$ cat src/rtl/prog_range_match_tree.sv
// prog_range_match_tree: runtime-programmable pipelined binary-search range
// matcher. A KEY_W-bit key walks a DEPTH-level boundary tree, one level per
// pipeline stage, and the reached leaf selects a NUM_RULE-bit rule bitmap.
// Boundaries and bitmaps are double-banked: software fills the shadow bank
// while lookups run on the active bank, then swaps them with cfg_commit.
// Optional feature macro: PRIO_ENC_EN adds a registered lowest-rule priority
// encoder stage (out_hit / out_rule_id) and one cycle of latency.
module prog_range_match_tree #(
  parameter int unsigned KEY_W     = 32,
  parameter int unsigned DEPTH     = 4,
  parameter int unsigned NUM_RULE  = 8,
  parameter int unsigned RULE_ID_W = 3
) (
  input  logic                 clk,
  input  logic                 reset_n,
  input  logic                 in_valid,
  input  logic [KEY_W-1:0]     in_key,
  input  logic                 cfg_we,
  input  logic                 cfg_sel,
  input  logic [DEPTH-1:0]     cfg_addr,
  input  logic [KEY_W-1:0]     cfg_data,
  input  logic                 cfg_commit,
  output logic                 cfg_bank,
  output logic                 out_valid,
  output logic [DEPTH-1:0]     out_leaf,
  output logic [NUM_RULE-1:0]  out_rules
`ifdef PRIO_ENC_EN
  ,
  output logic                 out_hit,
  output logic [RULE_ID_W-1:0] out_rule_id
`endif
);

  localparam int unsigned NODES = 32'd1 << DEPTH;

  // Parameter sanity: bitmaps travel on cfg_data and rule ids must span every rule.
  if (NUM_RULE > KEY_W || (32'd1 << RULE_ID_W) < NUM_RULE) begin : g_bad_params
  end

  // Double-banked storage; node index 0 is never addressed by the tree.
  logic [KEY_W-1:0]    node_q [2][NODES];
  logic [NUM_RULE-1:0] leaf_q [2][NODES];
  logic                bank_q;
  logic                bank_d;
  logic                shadow;

  // Lookup pipeline: stage 0 is the input register, stage l+1 holds level l's decision.
  logic                s_valid_q [DEPTH+1];
  logic                s_valid_d [DEPTH+1];
  logic [KEY_W-1:0]    s_key_q   [DEPTH];
  logic [KEY_W-1:0]    s_key_d   [DEPTH];
  logic [DEPTH-1:0]    s_idx_q   [DEPTH+1];
  logic [DEPTH-1:0]    s_idx_d   [DEPTH+1];
  logic                s_bank_q  [DEPTH+1];
  logic                s_bank_d  [DEPTH+1];

  // Leaf-read stage and first output stage.
  logic                lr_valid_q;
  logic [DEPTH-1:0]    lr_leaf_q;
  logic [NUM_RULE-1:0] lr_rules_q;
  logic [NUM_RULE-1:0] lr_rules_d;
  logic                o_valid_q;
  logic [DEPTH-1:0]    o_leaf_q;
  logic [NUM_RULE-1:0] o_rules_q;

  assign shadow = ~bank_q;

  // Commit toggles the active bank at the sampling edge.
  always_comb begin
    bank_d = bank_q ^ cfg_commit;
  end

  // Bank storage: writes always land in the bank that is shadow before this edge.
  always_ff @(posedge clk or negedge reset_n) begin
    if (!reset_n) begin
      bank_q <= 1'b0;
      for (int b = 0; b < 2; b++) begin
        for (int n = 0; n < int'(NODES); n++) begin
          node_q[1'(b)][DEPTH'(n)] <= '0;
          leaf_q[1'(b)][DEPTH'(n)] <= '0;
        end
      end
    end else begin
      bank_q <= bank_d;
      if (cfg_we) begin
        if (cfg_sel) begin
          leaf_q[shadow][cfg_addr] <= cfg_data[NUM_RULE-1:0];
        end else if (cfg_addr != '0) begin
          node_q[shadow][cfg_addr] <= cfg_data;
        end
      end
    end
  end

  // Per-level compare: key >= boundary steps right and appends a 1 to the index.
  always_comb begin
    s_valid_d[0] = in_valid;
    s_key_d[0]   = in_key;
    s_idx_d[0]   = '0;
    s_bank_d[0]  = bank_q;
    for (int l = 0; l < int'(DEPTH); l++) begin
      s_valid_d[l+1] = s_valid_q[l];
      s_bank_d[l+1]  = s_bank_q[l];
      s_idx_d[l+1]   = (s_idx_q[l] << 1)
                     | DEPTH'(s_key_q[l] >= node_q[s_bank_q[l]][DEPTH'(32'd1 << l) | s_idx_q[l]]);
    end
    for (int l = 1; l < int'(DEPTH); l++) begin
      s_key_d[l] = s_key_q[l-1];
    end
  end

  // Pipeline registers; payload only moves with a valid lookup so idle stages stay quiet.
  always_ff @(posedge clk or negedge reset_n) begin
    if (!reset_n) begin
      for (int i = 0; i <= int'(DEPTH); i++) begin
        s_valid_q[i] <= 1'b0;
        s_idx_q[i]   <= '0;
        s_bank_q[i]  <= 1'b0;
      end
      for (int i = 0; i < int'(DEPTH); i++) begin
        s_key_q[i] <= '0;
      end
    end else begin
      for (int i = 0; i <= int'(DEPTH); i++) begin
        s_valid_q[i] <= s_valid_d[i];
        if (s_valid_d[i]) begin
          s_idx_q[i]  <= s_idx_d[i];
          s_bank_q[i] <= s_bank_d[i];
        end
      end
      for (int i = 0; i < int'(DEPTH); i++) begin
        if (s_valid_d[i]) begin
          s_key_q[i] <= s_key_d[i];
        end
      end
    end
  end

  // Leaf bitmap read from the bank the lookup was tagged with.
  always_comb begin
    lr_rules_d = leaf_q[s_bank_q[DEPTH]][s_idx_q[DEPTH]];
  end

  // Leaf-read stage, then output stage that forces payload to 0 when idle.
  always_ff @(posedge clk or negedge reset_n) begin
    if (!reset_n) begin
      lr_valid_q <= 1'b0;
      lr_leaf_q  <= '0;
      lr_rules_q <= '0;
      o_valid_q  <= 1'b0;
      o_leaf_q   <= '0;
      o_rules_q  <= '0;
    end else begin
      lr_valid_q <= s_valid_q[DEPTH];
      if (s_valid_q[DEPTH]) begin
        lr_leaf_q  <= s_idx_q[DEPTH];
        lr_rules_q <= lr_rules_d;
      end
      o_valid_q <= lr_valid_q;
      o_leaf_q  <= lr_valid_q ? lr_leaf_q  : '0;
      o_rules_q <= lr_valid_q ? lr_rules_q : '0;
    end
  end

  assign cfg_bank = bank_q;

`ifdef PRIO_ENC_EN
  logic                 p_valid_q;
  logic [DEPTH-1:0]     p_leaf_q;
  logic [NUM_RULE-1:0]  p_rules_q;
  logic                 p_hit_q;
  logic [RULE_ID_W-1:0] p_id_q;
  logic [RULE_ID_W-1:0] p_id_d;

  // Lowest-index set rule; scanning downward lets the lowest bit win.
  always_comb begin
    p_id_d = '0;
    for (int r = int'(NUM_RULE) - 1; r >= 0; r--) begin
      if (o_rules_q[r]) begin
        p_id_d = RULE_ID_W'(r);
      end
    end
  end

  // Priority stage; upstream payload is already 0 when idle, so results stay 0 too.
  always_ff @(posedge clk or negedge reset_n) begin
    if (!reset_n) begin
      p_valid_q <= 1'b0;
      p_leaf_q  <= '0;
      p_rules_q <= '0;
      p_hit_q   <= 1'b0;
      p_id_q    <= '0;
    end else begin
      p_valid_q <= o_valid_q;
      p_leaf_q  <= o_leaf_q;
      p_rules_q <= o_rules_q;
      p_hit_q   <= |o_rules_q;
      p_id_q    <= p_id_d;
    end
  end

  assign out_valid   = p_valid_q;
  assign out_leaf    = p_leaf_q;
  assign out_rules   = p_rules_q;
  assign out_hit     = p_hit_q;
  assign out_rule_id = p_id_q;
`else
  assign out_valid = o_valid_q;
  assign out_leaf  = o_leaf_q;
  assign out_rules = o_rules_q;
`endif

endmodule

$ cat config.mk
export PLATFORM = sky130hd
export DESIGN_NAME = prog_range_match_tree
export DESIGN_NICKNAME = d
export VERILOG_FILES = /design/src/rtl/prog_range_match_tree.sv
export SDC_FILE = /design/constraint.sdc
export NUM_CORES = 1
export LEC_CHECK = 0
export CAP_MARGIN = 25
export CORE_UTILIZATION = 57
export DETAILED_ROUTE_END_ITERATION = 10
export GPL_ROUTABILITY_DRIVEN = 0
export GPL_TIMING_DRIVEN = 0
export PLACE_DENSITY = 0.83
export SYNTH_ARGS = -nofsm -noshare
export SYNTH_HDL_FRONTEND = slang
export SYNTH_SLANG_ARGS = --single-unit
$ cat constraint.sdc
create_clock -name clk -period 7.7 [get_ports clk]
set_clock_uncertainty 0.1 [all_clocks]
set_input_delay 1.54 -clock clk [delete_from_list [all_inputs] [get_ports clk]]
set_output_delay 1.54 -clock clk [all_outputs]
set_load 0.02 [all_outputs]
After elaboration in Yosys (flattened, before gate mapping). Index checks and enable logic that the tools add are counted.

Bits in registers: 1455. Bits of input ports: 74. Output and inout port bits: 14. Word-level logic and storage cells: 169.

Order comparisons: 17. Muxes and demuxes: 39. Bitwise gates (word level): 17. Reductions and logical operators: 7.

Operators by type and width (number): $mux 512 (10); $mux 480 (3); $bwmux 1024 (1); $demux 512 s1 (1); $mux 128 (4); $bmux 32 s4 (3); $bwmux 256 (1); $mux 32 (7); $demux 128 s1 (1); $demux 32 s4 (1); $ge 32x32->1 (4); $bmux 8 s4 (1); $demux 8 s4 (1); $mux 8 (4); $ge 5x5->1 const B (5); $not 4->5 (3); $ge 2x2->1 const B (6); $not 1->2 (6); $reduce_and 3->1 (2); $lt 5x1->1 const B (1); $not 2->5 (1); $not 3->5 (1); $mux 4 (1); $or 4x1->4 (1); other kinds (9) (11).

Longest topological paths before layout. Gate-level depths: netlist of the first run.

Depth after elaboration: 9. Depth in mapped cells: 13. Mapped depth without buffers: 10.

Worst setup path after synthesis of the first run. Ideal clock, no wire load.

Kind: input-to-reg. Start: input cfg_addr[1]. End: register node_q[100] in the netlist's numbering, enable pin. Library setup time: 421 ps. Data arrival time: 3695 ps. Required time: 7179 ps. Setup slack: 3484 ps. Stages: 6. Path buffers: 2. Cell sequence: buf_2 -> nor2_1 -> a21oi_2 -> nand2_1 -> clkbuf_1 -> nor2_1.

Cells in the longest elaborated chain, start to end: 2.

Ends and longest elaborated chain: start, declared (RTL line 20) `input logic [DEPTH-1:0] cfg_addr,`; $reduce_bool 4->1 (RTL line 88) `end else if (cfg_addr != '0) begin`; $reduce_and 4->1 (no source line); end signal, assigned by index (RTL line 89) `node_q[shadow][cfg_addr] <= cfg_data;`; end, declared (RTL line 41) `logic [KEY_W-1:0] node_q [2][NODES];`.

No other way between the ends. A chain may end at the register's enable or synchronous reset.

Final worst setup path of the first run.
Start: register s_idx_q[4] in the netlist's numbering. End: register s_idx_q[0] in the netlist's numbering.

Cells in the longest elaborated chain, start to end: 6.

Ends and longest elaborated chain: start, declared (RTL line 52) `logic [DEPTH-1:0] s_idx_q [DEPTH+1];`; start signal, assigned by index (RTL line 127) `s_idx_q[i] <= s_idx_d[i];`; $not 4->5 (not written as such) (RTL line 105) `| DEPTH'(s_key_q[l] >= node_q[s_bank_q[l]][DEPTH'(32'd1 << l) | s_idx_q[l]]);`; $bmux 32 s4 (RTL line 105); $mux 32 (not written as such) (2 in series) (RTL line 105); $ge 32x32->1 (RTL line 105); $or 4x1->4 (RTL line 105).

No other way between the ends. The select of a mux whose other input is x is not followed.

==> run_results.csv, run 1 <==
group,metric,value,unit
worst_hold_path,hold_class,"register to register",
clock_tree,worst_setup_hold_path_clk_slew,0.07,ns
floorplanning,design.portCount,88,
worst_hold_path,worst_hold_path.num_cells,0,
detailed_routing,vias,30303,
detailed_routing,detail_route.drc_violations,0,
place,placement.io_buffers,85,
run,drv_cap,0,
place,placed_area,60400,µm²
cells_and_area,utilization,66.4,%
cells_and_area,nets,3410,
clock_tree,cts_hold_buffers,0,
clock_tree,clock_sinks,1391,
global_routing,grt_pass1_wl,209000,µm
power_and_ir_drop,irDropWorstVdd,0.227,mV
floorplanning,fp.dieH,318,µm
yosys,synthesis.area,56900,µm²
yosys,number_of_flops_mapped_to_enable_cells_by_yosys,928,
outcome,outcome,"completed",
floorplanning,x_dimension_of_the_die,318,µm
worst_setup_path,worst_r2r_path_depth,10,
yosys,yosys_register_bits,1391,
yosys,yosysUniqueCellTypes,49,
clock_tree,cts_buffers,137,
floorplanning,core-area,98700,µm²
yosys,synth-warning-count,0,
sta,timing.setup.tns,0,ns
yosys,synth_cells,2917,
yosys,ys_async_rst_share,33.3,%
worst_hold_path,min_from,"s_valid_d[2]",
detailed_routing,routed_wl,141000,µm
place,dp_hpwl,88800,µm
yosys,synth_flop_cell,"sky130_fd_sc_hd__edfxtp_1",
sta,timing_worst_slew_pin_value,1.05,ns
yosys,synth.largest_area_cell,"sky130_fd_sc_hd__edfxtp_1",
yosys,postSynthAreaPerCell,19.5,µm²
floorplanning,dieArea,101000,µm²
worst_setup_path,r2r_slack,2.92,ns
worst_setup_path,worst-endpoint-required,8.16,ns
clock_tree,clock_tree_from_tritoncts,"done",
yosys,yosys.area.top_type_share,49.0,%
sta,report.final.setup_viol,0,
power_and_ir_drop,leakagePower,24.3,nW
sta,rsz_0062_raised_after_global_routing,"false",
global_routing,globalRoute.totalOverflow,0,
floorplanning,initial_core_utilization,57.6,%
detailed_routing,drtAntennaViolNets,0,
power_and_ir_drop,pwr_density_cell,340,nW/µm²
sta,slew-limit-headroom,29.7,%
sta,period_needed,4.78,ns
yosys,yosysSeqAreaShare,69.3,%
worst_setup_path,data_arrival_at_the_endpoint_of_the_critical_path,5.24,ns
worst_setup_path,regToRegEndpoint,"s_idx_q[0]",
sta,fmax,209,MHz
floorplanning,placement_rows,115,
cells_and_area,drive_gt1_share,32.9,%
global_routing,grt_start_max_net_pins,127,
global_routing,grt_pass1_vias,32244,
worst_setup_path,critical_path_peak_fanout,10,
yosys,synthMostInstantiatedCell,"sky130_fd_sc_hd__edfxtp_1",
sta,final-hold-violation-count,0,
clock_tree,clkLatencyLatePin,0.75,ns
worst_hold_path,min_to,"s_valid_d[1]",
detailed_routing,viasPerCell,6.58,
cells_and_area,antenna_cells,0,
worst_setup_path,worstSetupEndpointType,"register",
cells_and_area,syn_to_final_growth,15.2,%
clock_tree,clockBufferDepth,3,
yosys,mappedNetlistNets,3119,
clock_tree,post-cts-setup-buffer-count,0,
clock_tree,cts_resized,0,
worst_setup_path,timing.critical_path.from_type,"register",
cells_and_area,fin_area,65600,µm²
global_routing,grt_util_all_layers,28.3,%
worst_setup_path,timing.setup.critical_path_class,"register to register",
clock_tree,htree_num_levels,4,
yosys,synth.top_cells.by_area,"sky130_fd_sc_hd__edfxtp_1, sky130_fd_sc_hd__dfrtp_1, sky130_fd_sc_hd__mux4_2, sky130_fd_sc_hd__mux2_2, sky130_fd_sc_hd__ha_1",
clock_tree,cts.root.buffer_cell,"sky130_fd_sc_hd__clkbuf_16",
global_routing,grt_antenna_before_repair,1,
detailed_routing,wl_per_cell,30.7,µm
sta,final.period_utilization,62.1,%
sta,slew_violations,0,
detailed_routing,drt_first_pass_iters,6,
detailed_routing,first_drt_iteration_drcs,3461,
yosys,synth_commonest_cells,"sky130_fd_sc_hd__edfxtp_1, sky130_fd_sc_hd__dfrtp_1, sky130_fd_sc_hd__mux2_2, sky130_fd_sc_hd__mux4_2, sky130_fd_sc_hd__ha_1",
worst_setup_path,critical_path.reg2reg.startpoint,"s_idx_q[4]",
-- how the worst max path moves through the flow --
stage,from,end
2_1_floorplan,cfg_addr[1],node_q[100]
3_3_place_gp,reset_n,node_q[571]
3_5_place_dp,reset_n,node_q[152]
4_1_cts,s_idx_q[4],s_idx_q[0]
5_1_grt,s_idx_q[4],s_idx_q[0]
6_report,s_idx_q[4],s_idx_q[0]
-- metrics by stage --
step,hold WS [ns],std cells,power (W),setup slack [ns]
2_1_floorplan,0.252,2917,0.0133,3.48
3_3_place_gp,0.262,4289,0.0149,-19.79
3_5_place_dp,0.267,4332,0.0153,2.43
4_1_cts,0.279,4580,0.0223,3.01
5_1_grt,0.297,4604,0.0231,2.87
6_report,0.276,4604,0.0223,2.92
-- kinds of logic (layout without fill, tap and decap cells) --
family | count (synthesis) | count (layout) | synth area share (%)
AOI/OAI and AO/OA | 125 | 125 | 1.31
xor gates and xnor gates | 1 | 1 | 0.0154
and+or+nand+nor | 222 | 222 | 1.90
adders and majority gates | 128 | 128 | 2.81
DFF | 1391 | 1391 | 69.3
buffers and inverters | 216 | 616 | 1.79
muxes | 834 | 834 | 22.8
-- critical path, stage by stage, from the launching register on --
cell                       delay [ns]
sky130_fd_sc_hd__dfrtp_1         0.45
sky130_fd_sc_hd__clkbuf_1        0.45
sky130_fd_sc_hd__clkbuf_1        0.72
sky130_fd_sc_hd__mux4_2          0.42
sky130_fd_sc_hd__mux4_2          0.49
sky130_fd_sc_hd__inv_1           0.17
sky130_fd_sc_hd__ha_1            0.18
sky130_fd_sc_hd__nand4_1         0.19
sky130_fd_sc_hd__nor3_1          0.57
sky130_fd_sc_hd__o211ai_1        0.18
sky130_fd_sc_hd__o21ai_0         0.67
-- layout make-up --
class,count,area [µm²]
plain buffers,146,758
multi-input cells,1310,16600
well taps,1287,1610
inverters,70,263
clock inverters,60,736
flip-flops and latches,1391,39500
clock buffers,188,3890
fillers,6038,33200
repair buffers,152,2250
-- flip-flops by register name, indices dropped and copies added (netlist names) --
name and count:
lr_rules_q 8, s_bank_q 1, cfg_bank 1, s_valid_d 4, s_valid_q 1, lr_valid_q 1
s_key_q 32, out_valid 1, lr_leaf_q 4, node_q 960, out_rules 8, leaf_q 256
s_key_d 96, out_leaf 4, s_idx_q 10, s_bank_d 4
-- placed cells by master (no fill, tap or decap), drive strengths merged, types with 2 or more instances in the layout --
cell	count
buf	157
nor2	70
nand2	53
clkdlybuf4s50	76
clkinvlp	5
nand3	24
a21oi	58
mux2	428
a2111oi	3
o2111ai	2
ha	128
mux2i	78
and4	2
clkinv	38
nor3	7
mux4	328
bufinv	15
clkbuf	253
nand3b	6
o22ai	9
a21o	7
nor2b	11
edfxtp	928
nor3b	2
a211oi	7
o21ai	24
and3	3
nand2b	4
dfrtp	463
o22a	2
nand4	23
o211ai	4
and2	13
inv	72
or2	2
o211a	2
a22oi	2
-- report_power, final --
part           internal [W]  total (W)  leakage [nW]  switching (W)
Clock               0.00404    0.00688          2.24        0.00284
Combinational       0.00311    0.00639          7.85        0.00328
Sequential          0.00861    0.00904          14.2       0.000433
Total                0.0158     0.0223          24.3        0.00655
-- layer usage --
layer  global-route usage [%]  up-vias  part of all wire (%)
li1                         -    12178                     -
met1                     36.8    16049                    37
met2                     47.7     1692                    51
met3                     5.43      382                   8.2
met4                     10.8        2                   3.8
met5                        0        -                0.0092
Power figures use the tool's default switching activity.
==> inputs of run 2 (changes only) <==
==> constraint.sdc (replaced) <==
create_clock -name clk -period 5 [get_ports clk]
set_clock_uncertainty 0.1 [all_clocks]
set_input_delay 1 -clock clk [delete_from_list [all_inputs] [get_ports clk]]
set_output_delay 1 -clock clk [all_outputs]
set_load 0.02 [all_outputs]
==> results of run 2 <==
The final DEF is identical to that of run 1. Status: completed.
Main changes from that run: setup slack after placement 2.43 ns -> 0.266 ns; setup slack after layout 2.92 ns -> 0.221 ns; hold slack 0.276 ns -> 0.0684 ns; register-to-register setup slack 2.92 ns -> 0.22 ns; total power 0.0223 W -> 0.0344 W; worst IR drop on VDD 0.227 mV -> 0.350 mV
